[src/rtl/serial_subtractor.sv]
// ---------------------------------------------------------------------------
// serial_subtractor
//
// Bit-serial unsigned subtractor: diff = a - b - bin (mod 2^WIDTH), with
// borrow-out. One operand bit is processed per clock, LSB first, using a
// three-state FSM (IDLE -> RUN -> DONE -> IDLE).
//
// Optional feature: define SERIAL_SUBTRACTOR_OVF_EN to add the 'ovf' output,
// the signed two's-complement overflow of the subtraction.
//
// Parameters:
//   WIDTH  operand / result width in bits (default 8)
//
// Ports:
//   clk    clock, all state updates on the rising edge
//   rst_n  asynchronous active-low reset
//   start  request a subtraction (sampled only in IDLE)
//   a      minuend, captured on the accepting edge
//   b      subtrahend, captured on the accepting edge
//   bin    borrow-in, captured on the accepting edge
//   busy   high whenever the FSM is not in IDLE
//   done   one-cycle pulse while in DONE: diff/bout hold a new result
//   diff   registered result, updated only on DONE entry
//   bout   registered borrow-out, updated only on DONE entry
//   ovf    (SERIAL_SUBTRACTOR_OVF_EN only) signed overflow, updated on DONE entry
// ---------------------------------------------------------------------------
module serial_subtractor #(
  parameter int WIDTH = 8
) (
  input  logic             clk,
  input  logic             rst_n,
  input  logic             start,
  input  logic [WIDTH-1:0] a,
  input  logic [WIDTH-1:0] b,
  input  logic             bin,
  output logic             busy,
  output logic             done,
  output logic [WIDTH-1:0] diff,
  output logic             bout
`ifdef SERIAL_SUBTRACTOR_OVF_EN
  ,
  output logic             ovf
`endif
);

  localparam logic [1:0] IDLE    = 2'd0;
  localparam logic [1:0] RUN     = 2'd1;
  localparam logic [1:0] DONE_ST = 2'd2;

  // Counter must hold 0..WIDTH-1; keep at least one bit for WIDTH=1.
  localparam int CW = (WIDTH > 1) ? $clog2(WIDTH) : 1;
  localparam logic [CW-1:0] LAST_BIT = CW'(WIDTH - 1);

  logic [1:0]       state_reg;
  logic [WIDTH-1:0] a_sh_reg;
  logic [WIDTH-1:0] b_sh_reg;
  logic [WIDTH-1:0] res_sh_reg;
  logic             br_reg;
  logic [CW-1:0]    cnt_reg;
  logic [WIDTH-1:0] diff_reg;
  logic             bout_reg;

  // One full-subtractor cell working on the current LSBs of the shifters.
  logic             ai;
  logic             bi;
  logic             d_bit;
  logic             br_next;
  logic [WIDTH-1:0] res_next;

  always_comb begin
    ai       = a_sh_reg[0];
    bi       = b_sh_reg[0];
    d_bit    = ai ^ bi ^ br_reg;
    br_next  = (~ai & bi) | (~(ai ^ bi) & br_reg);
    // New bit enters from the MSB side; after WIDTH shifts the first
    // (LSB) result bit has reached position 0.
    res_next = WIDTH'({d_bit, res_sh_reg} >> 1);
  end

  always_ff @(posedge clk or negedge rst_n) begin
    if (!rst_n) begin
      state_reg  <= IDLE;
      a_sh_reg   <= '0;
      b_sh_reg   <= '0;
      res_sh_reg <= '0;
      br_reg     <= 1'b0;
      cnt_reg    <= '0;
      diff_reg   <= '0;
      bout_reg   <= 1'b0;
    end else begin
      case (state_reg)
        IDLE: begin
          if (start) begin
            a_sh_reg   <= a;
            b_sh_reg   <= b;
            br_reg     <= bin;
            res_sh_reg <= '0;
            cnt_reg    <= '0;
            state_reg  <= RUN;
          end
        end
        RUN: begin
          a_sh_reg   <= a_sh_reg >> 1;
          b_sh_reg   <= b_sh_reg >> 1;
          res_sh_reg <= res_next;
          br_reg     <= br_next;
          if (cnt_reg == LAST_BIT) begin
            // Result outputs are loaded directly from the final cell so
            // they appear together with done in the DONE cycle.
            diff_reg  <= res_next;
            bout_reg  <= br_next;
            cnt_reg   <= '0;
            state_reg <= DONE_ST;
          end else begin
            cnt_reg <= cnt_reg + 1'b1;
          end
        end
        DONE_ST: begin
          state_reg <= IDLE;
        end
        default: begin
          state_reg <= IDLE;
        end
      endcase
    end
  end

  assign busy = (state_reg != IDLE);
  assign done = (state_reg == DONE_ST);
  assign diff = diff_reg;
  assign bout = bout_reg;

`ifdef SERIAL_SUBTRACTOR_OVF_EN
  // Operand sign bits are shifted out during RUN, so keep copies.
  logic a_msb_reg;
  logic b_msb_reg;
  logic ovf_reg;

  always_ff @(posedge clk or negedge rst_n) begin
    if (!rst_n) begin
      a_msb_reg <= 1'b0;
      b_msb_reg <= 1'b0;
      ovf_reg   <= 1'b0;
    end else begin
      if (state_reg == IDLE && start) begin
        a_msb_reg <= a[WIDTH-1];
        b_msb_reg <= b[WIDTH-1];
      end
      if (state_reg == RUN && cnt_reg == LAST_BIT) begin
        // The final cell output is the result MSB.
        ovf_reg <= (a_msb_reg != b_msb_reg) && (d_bit != a_msb_reg);
      end
    end
  end

  assign ovf = ovf_reg;
`endif

endmodule

[config.mk]
export PLATFORM = sky130hd
export DESIGN_NAME = serial_subtractor
export DESIGN_NICKNAME = d
export VERILOG_FILES = /design/src/rtl/serial_subtractor.sv
export SDC_FILE = /design/constraint.sdc
export NUM_CORES = 1
export LEC_CHECK = 0
export ABC_CLOCK_PERIOD_IN_PS = 1700
export BUFFER_PORTS_ARGS = -buffer_cell sky130_fd_sc_hd__buf_2
export CORE_ASPECT_RATIO = 1.75
export CORE_MARGIN = 8
export CORE_UTILIZATION = 58
export CTS_BUF_LIST = sky130_fd_sc_hd__clkbuf_8
export CTS_CLUSTER_DIAMETER = 40
export DETAILED_ROUTE_END_ITERATION = 7
export HOLD_SLACK_MARGIN = 0.15
export PLACE_DENSITY = 0.91
export SETUP_SLACK_MARGIN = 0.3
export SYNTH_ARGS = -nofsm -noshare
export SYNTH_HDL_FRONTEND = slang
export SYNTH_SLANG_ARGS = --single-unit
[constraint.sdc]
create_clock -name clk -period 1.7 [get_ports clk]
set_input_delay 0.17 -clock clk [delete_from_list [all_inputs] [get_ports clk]]
set_output_delay 0.17 -clock clk [all_outputs]
set_load 0.005 [all_outputs]
==> results of run 1 <==
## cell type report
type / instances / area share (%)
Sequential cell: 38 / 38.7
Multi-Input combinational cell: 78 / 32.4
Timing Repair Buffer: 61 / 20.0
Clock buffer: 6 / 3.36
Inverter: 19 / 2.90
Tap cell: 43 / 2.19
Clock inverter: 2 / 0.356
## power breakdown
group / switching (uW) / leakage (uW) / internal (uW) / total [uW]
Sequential: 285 / 0.000459 / 1320 / 1610
Combinational: 941 / 0.000674 / 1170 / 2110
Clock: 330 / 0.0000524 / 321 / 652
Total: 1560 / 0.00119 / 2820 / 4370
## cell usage after synthesis
cell      number  area share (%)
a32o_1         1            0.53
nor2_1         1            0.20
nand3b_1       1            0.40
o21bai_4       1             1.0
mux2i_1        1            0.53
clkbuf_1       2            0.40
mux2_4         8             6.4
nor3b_1       12             4.8
nor4b_1        5             2.3
buf_4          3             1.2
ha_1           2             1.3
o221ai_1       1            0.47
buf_2          4             1.1
a22o_1        10             4.7
dfrtp_1       38              50
a222oi_1       3             1.6
a211oi_2       7             4.7
nor4b_2        7             5.6
nor2_2         1            0.33
or2_2          1            0.33
buf_6          3             1.8
nor2b_1        4             1.3
inv_1         19             3.8
nand2b_1       2            0.66
nand2_1        2            0.40
fa_1           1             1.1
a211oi_1       5             2.0
a21oi_1        1            0.27
and2b_2        1            0.47
## stage by stage
step / utilization [%] / setup slack (ns) / hold WS [ns] / std cells
floorplan: - / 0.314 / -0.126 / 147
global placement: 66.0 / 0.278 / 0.233 / 215
detailed placement: 66.0 / 0.209 / 0.240 / 215
CTS: 72.8 / 0.256 / 0.188 / 234
global route: 78.3 / 0.175 / 0.194 / 247
finish: 78.3 / 0.207 / 0.187 / 247
## worst max-delay path, cell delays in order (launching register included)
cell	delay [ns]
dfrtp_1	0.40
ha_2	0.21
ha_4	0.16
nand3b_1	0.15
buf_6	0.16
mux2_4	0.30
## what timing repair did
item	in CTS	in global routing
hold buffers	2	0
cloned	1	3
resized for setup	10	6
endpoints found under the setup margin	11	19
pin swaps	2	3
hold endpoints to repair	39	0
buffers inserted	8	10
## routing by layer
layer | vias up | part of all wire (%)
met5 | - | 0
met4 | 0 | 3.9
met3 | 21 | 5.7
met2 | 55 | 56
met1 | 725 | 35
li1 | 635 | -
## cells by family after synthesis
logic type / Yosys count / synth area share [%]
AOI/OAI and AO/OA: 29 / 15.1
adders and majority gates: 3 / 2.39
buffers and inverters: 31 / 8.24
DFF: 38 / 50.5
muxes: 9 / 6.91
and+or+nand+nor: 37 / 16.8
## worst max-delay path by stage
stage                                endpoint  slack [ns]  cells past startpoint
final                     diff[7]$_DFFE_PN0P_        0.21                      5
after global routing      diff[7]$_DFFE_PN0P_        0.17                      5
after CTS                 diff[7]$_DFFE_PN0P_        0.26                      5
after detailed placement  diff[7]$_DFFE_PN0P_        0.21                      5
after global placement    diff[6]$_DFFE_PN0P_        0.28                      5
after floorplan           diff[0]$_DFFE_PN0P_        0.31                      5
==> impl_metrics.toml, run 1 <==
[status]
status = "complete, no violations"

[die]
pin_count = 31
num_rows = 27
start_util_pct = 59.9
die_w_um = 59.1
core-area_mm2 = 0.00314
die_y_um = 91.4
die_area_mm2 = 0.00540

[power_and_ir_drop]
p_leak_uw = 0.00119
total_power_uw = 4370
power.density_mw_per_mm2 = 1780
ir_drop_uv = 1350

[grt]
antenna_found_initial = 0
grt_pass1_wl_um = 6800
grt_pass1_vias = 1460
grt_max_degree = 39
top_usage_layer = "met2"
use_met2_pct = 28.0
grt.met1_usage_pct = 16.8
use_met3_pct = 5.23
grt_overflow = 0
grt_usage_pct = 16.4

[routing]
num_vias = 1436
drt-total-wl_um = 5050
drt_iter0_drc = 38
wire_per_inst_um = 20.5
drc = 0
ant_nets = 0
dr.pass1.iters = 4
viasPerCell = 5.81

[setup_path]
cp-end-kind = "register"
arrival_ns = 1.69
start_kind = "register"
rrSetupSlack_ns = 0.21
worst-r2r-cell-count = 5
critPathRequiredTime_ns = 1.89
rr_endpoint = "diff[7]$_DFFE_PN0P_"
timing.rr.start = "cnt_reg[0]$_DFFE_PN0P_"
critPathMaxFanout = 5
crit_start = "cnt_reg[0]$_DFFE_PN0P_"
path_class = "register to register"

[cts]
clk_pin_slew_worst_paths_ns = 0.08
cts.sinks = 38
cts_tree = "built"
cts-root-buf = "clkbuf_8"
numCtsBuffers = 5
clockBufferDepth = 2
cts.htree.levels = 2
clkLatencyLatePin_ns = 0.30

[placed_design]
dp_hpwl_um = 2680
place_congestion = 0.766
placed_cell_area_mm2 = 0.00207
port-buffer-count = 30

[flow_run]
cap_violations = 0

[min_path]
min_to = "a_sh_reg[7]$_DFFE_PN0P_"
worst_hold_path_type = "input pin to register"
min_from = "a[7]"
whs_path_depth = 3

[timing]
drv_slew = 0
hold_viol = 0
tightest_slew_ns = 0.485
skew_ns = 0.00903
finalSetupViolCount = 0
rsz0062_at_grt = "true"
post-route-min-period_ns = 1.49
tns_ns = 0
slew_headroom_pct = 67.7
fmax_mhz = 670
finalCritPeriodShare_pct = 87.8

[cells_and_area]
layout_common_cells = "dfrtp_1 (36), buf_2 (30), inv_1 (20)"
diodes = 0
nets = 226
syn2layout_area_growth_pct = 30.7
final_common_cell = "dfrtp_1"
drive_gt1_share_pct = 47.1
seqCellArea_um2 = 953
n_fill_cell = 184
final_area_mm2 = 0.00246
multi_input_area_um2 = 798

[logic_synthesis]
synth_seq_cells = 38
netlist_instances = 147
syn_nets = 170
ys_types = 29
yosysSeqAreaShare_pct = 50.5
synth.cell_area_mm2 = 0.00188
syn_avg_cell_area_um2 = 12.8
ys_warn_count = 0
No activity file was read; power rests on OpenSTA's default activity.
==> run 2: changes to the inputs <==
--- a/config.mk
+++ b/config.mk
@@ -8,11 +8,12 @@
 export ABC_CLOCK_PERIOD_IN_PS = 1700
 export BUFFER_PORTS_ARGS = -buffer_cell sky130_fd_sc_hd__buf_2
 export CORE_ASPECT_RATIO = 1.75
-export CORE_MARGIN = 8
+export CORE_MARGIN = 4
 export CORE_UTILIZATION = 58
 export CTS_BUF_LIST = sky130_fd_sc_hd__clkbuf_8
 export CTS_CLUSTER_DIAMETER = 40
 export DETAILED_ROUTE_END_ITERATION = 7
+export GPL_TIMING_DRIVEN = 0
 export HOLD_SLACK_MARGIN = 0.15
 export PLACE_DENSITY = 0.91
 export SETUP_SLACK_MARGIN = 0.3
==> impl_metrics.toml, run 2 (synthesized netlist as in run 1, its figures left out) <==
[placed_design]
place_congestion = 0.791
dpl_worst_slack_ns = 0.225
placed_cell_area_mm2 = 0.00209
placedCellCount = 219
dp_hpwl_um = 2680
port-buffer-count = 29

[grt]
grt_pass1_vias = 1458
grt_max_degree = 39
grt_pass1_wl_um = 6770
grt_overflow = 0
antenna_found_initial = 0
grt_usage_pct = 20.9

[routing]
drc = 0
viasPerCell = 5.65
drt_iter0_drc = 56
num_vias = 1385
wire_per_inst_um = 17.4
wl_met3_um = 220
top_layer = "met4"
drt-total-wl_um = 4270
wl_met2_um = 2470
dr.pass1.iters = 6
wl_met1_um = 1500
ant_nets = 0

[die]
die_area_mm2 = 0.00426
die_w_um = 51.1
die_y_um = 83.4
num_rows = 27
start_util_pct = 59.9
core-area_mm2 = 0.00314
pin_count = 31

[setup_path]
critPathRequiredTime_ns = 1.87
path_class = "register to register"
cp-end-kind = "register"
arrival_ns = 1.62
critPathMaxFanout = 5
start_kind = "register"

[cells_and_area]
nets = 225
final_common_cell = "dfrtp_1"
n_fill_cell = 182
syn2layout_area_growth_pct = 30.7
fin_cells = 245
final_area_mm2 = 0.00246
layout_common_cells = "dfrtp_1 (37), buf_2 (30), inv_1 (18)"
drive_gt1_share_pct = 47.0
multi_input_area_um2 = 840
diodes = 0
seqCellArea_um2 = 952

[cts]
clkLatencyLatePin_ns = 0.29
cts.htree.levels = 2
cts.sinks = 38
clk_pin_slew_worst_paths_ns = 0.07
cts_tree = "built"
clockBufferDepth = 2
numCtsBuffers = 5
cts-root-buf = "clkbuf_8"

[power_and_ir_drop]
ir_drop_uv = 1020
power.density_mw_per_mm2 = 1730
p_leak_uw = 0.00118

[timing]
tightest_slew_ns = 0.829
drv_slew = 0
rsz0062_at_grt = "true"
finalSetupViolCount = 0
setup_slack_ns = 0.249
skew_ns = 0.00839
post-route-min-period_ns = 1.45
finalCritPeriodShare_pct = 85.3
slew_headroom_pct = 44.7
hold_viol = 0
fmax_mhz = 689
tns_ns = 0

[status]
status = "complete, no violations"

[flow_run]
cap_violations = 0

[min_path]
worst_hold_path_type = "input pin to register"
[run 2: changes by cell type in the layout (fill, tap and decap cells not counted), sizes merged]
cell	change
bufinv	+1
clkbuf	-1
inv	-1
clkinv	-1
[run 2: power by group]
part           internal, uW  switching [uW]  total (uW)
Clock                   469             303         772
Combinational          1060             866        1920
Sequential             1320             253        1580
[run 2: stage by stage]
step	hold WS, ns	power, uW	utilization (%)
global placement	0.303	3070	66.4
floorplan	-0.126	2730	-
global route	0.219	4550	78.3
finish	0.202	4270	78.3
detailed placement	0.311	3170	66.4
CTS	0.206	4060	73.3
[run 2: worst max-delay path: stages, from the launching register on]
cell	delay [ns]
dfrtp_1	0.39
ha_2	0.20
ha_4	0.16
nand3b_1	0.14
buf_6	0.16
mux2_4	0.30
[run 2: routing by layer]
| layer | up-vias | global-route usage, % |
|---|---|---|
| met4 | 0 | 8.33 |
| li1 | 634 | - |
| met1 | 688 | 22.4 |
| met3 | 9 | 5.03 |
| met5 | - | 0 |
| met2 | 54 | 37.6 |
[run 2: worst paths after layout]
kind	startpoint	end	slack [ns]	cells past startpoint
setup / recovery	cnt_reg[1]$_DFFE_PN0P_	diff[2]$_DFFE_PN0P_	0.25	5
hold / removal	bin	br_reg$_DFFE_PN0P_	0.20	3
setup reg to reg	cnt_reg[1]$_DFFE_PN0P_	diff[2]$_DFFE_PN0P_	0.25	5
hold reg to reg	diff[4]$_DFFE_PN0P_	diff[4]$_DFFE_PN0P_	0.51	1
max in group asynchronous	rst_n	state_reg[0]$_DFFE_PN0P_	0.62	2
min in group asynchronous	rst_n	diff[6]$_DFFE_PN0P_	0.51	2
[run 2: final cells by class]
class	count	area share [%]
Timing Repair Buffer	48	12.5
Clock buffer	6	3.36
Inverter	19	2.90
Buffer	12	5.03
Clock inverter	1	1.22
Multi-Input combinational cell	78	34.1
Tap cell	43	2.19
Sequential cell	38	38.7
[run 2: timing repair]
action | in CTS | in global routing
endpoints found under the hold margin | 39 | 0
hold buffers | 2 | 0
resized for setup | 9 | 20
cloned | 1 | 1
pin swaps | 1 | 4
setup endpoints to repair | 10 | 28
buffers inserted | 6 | 9
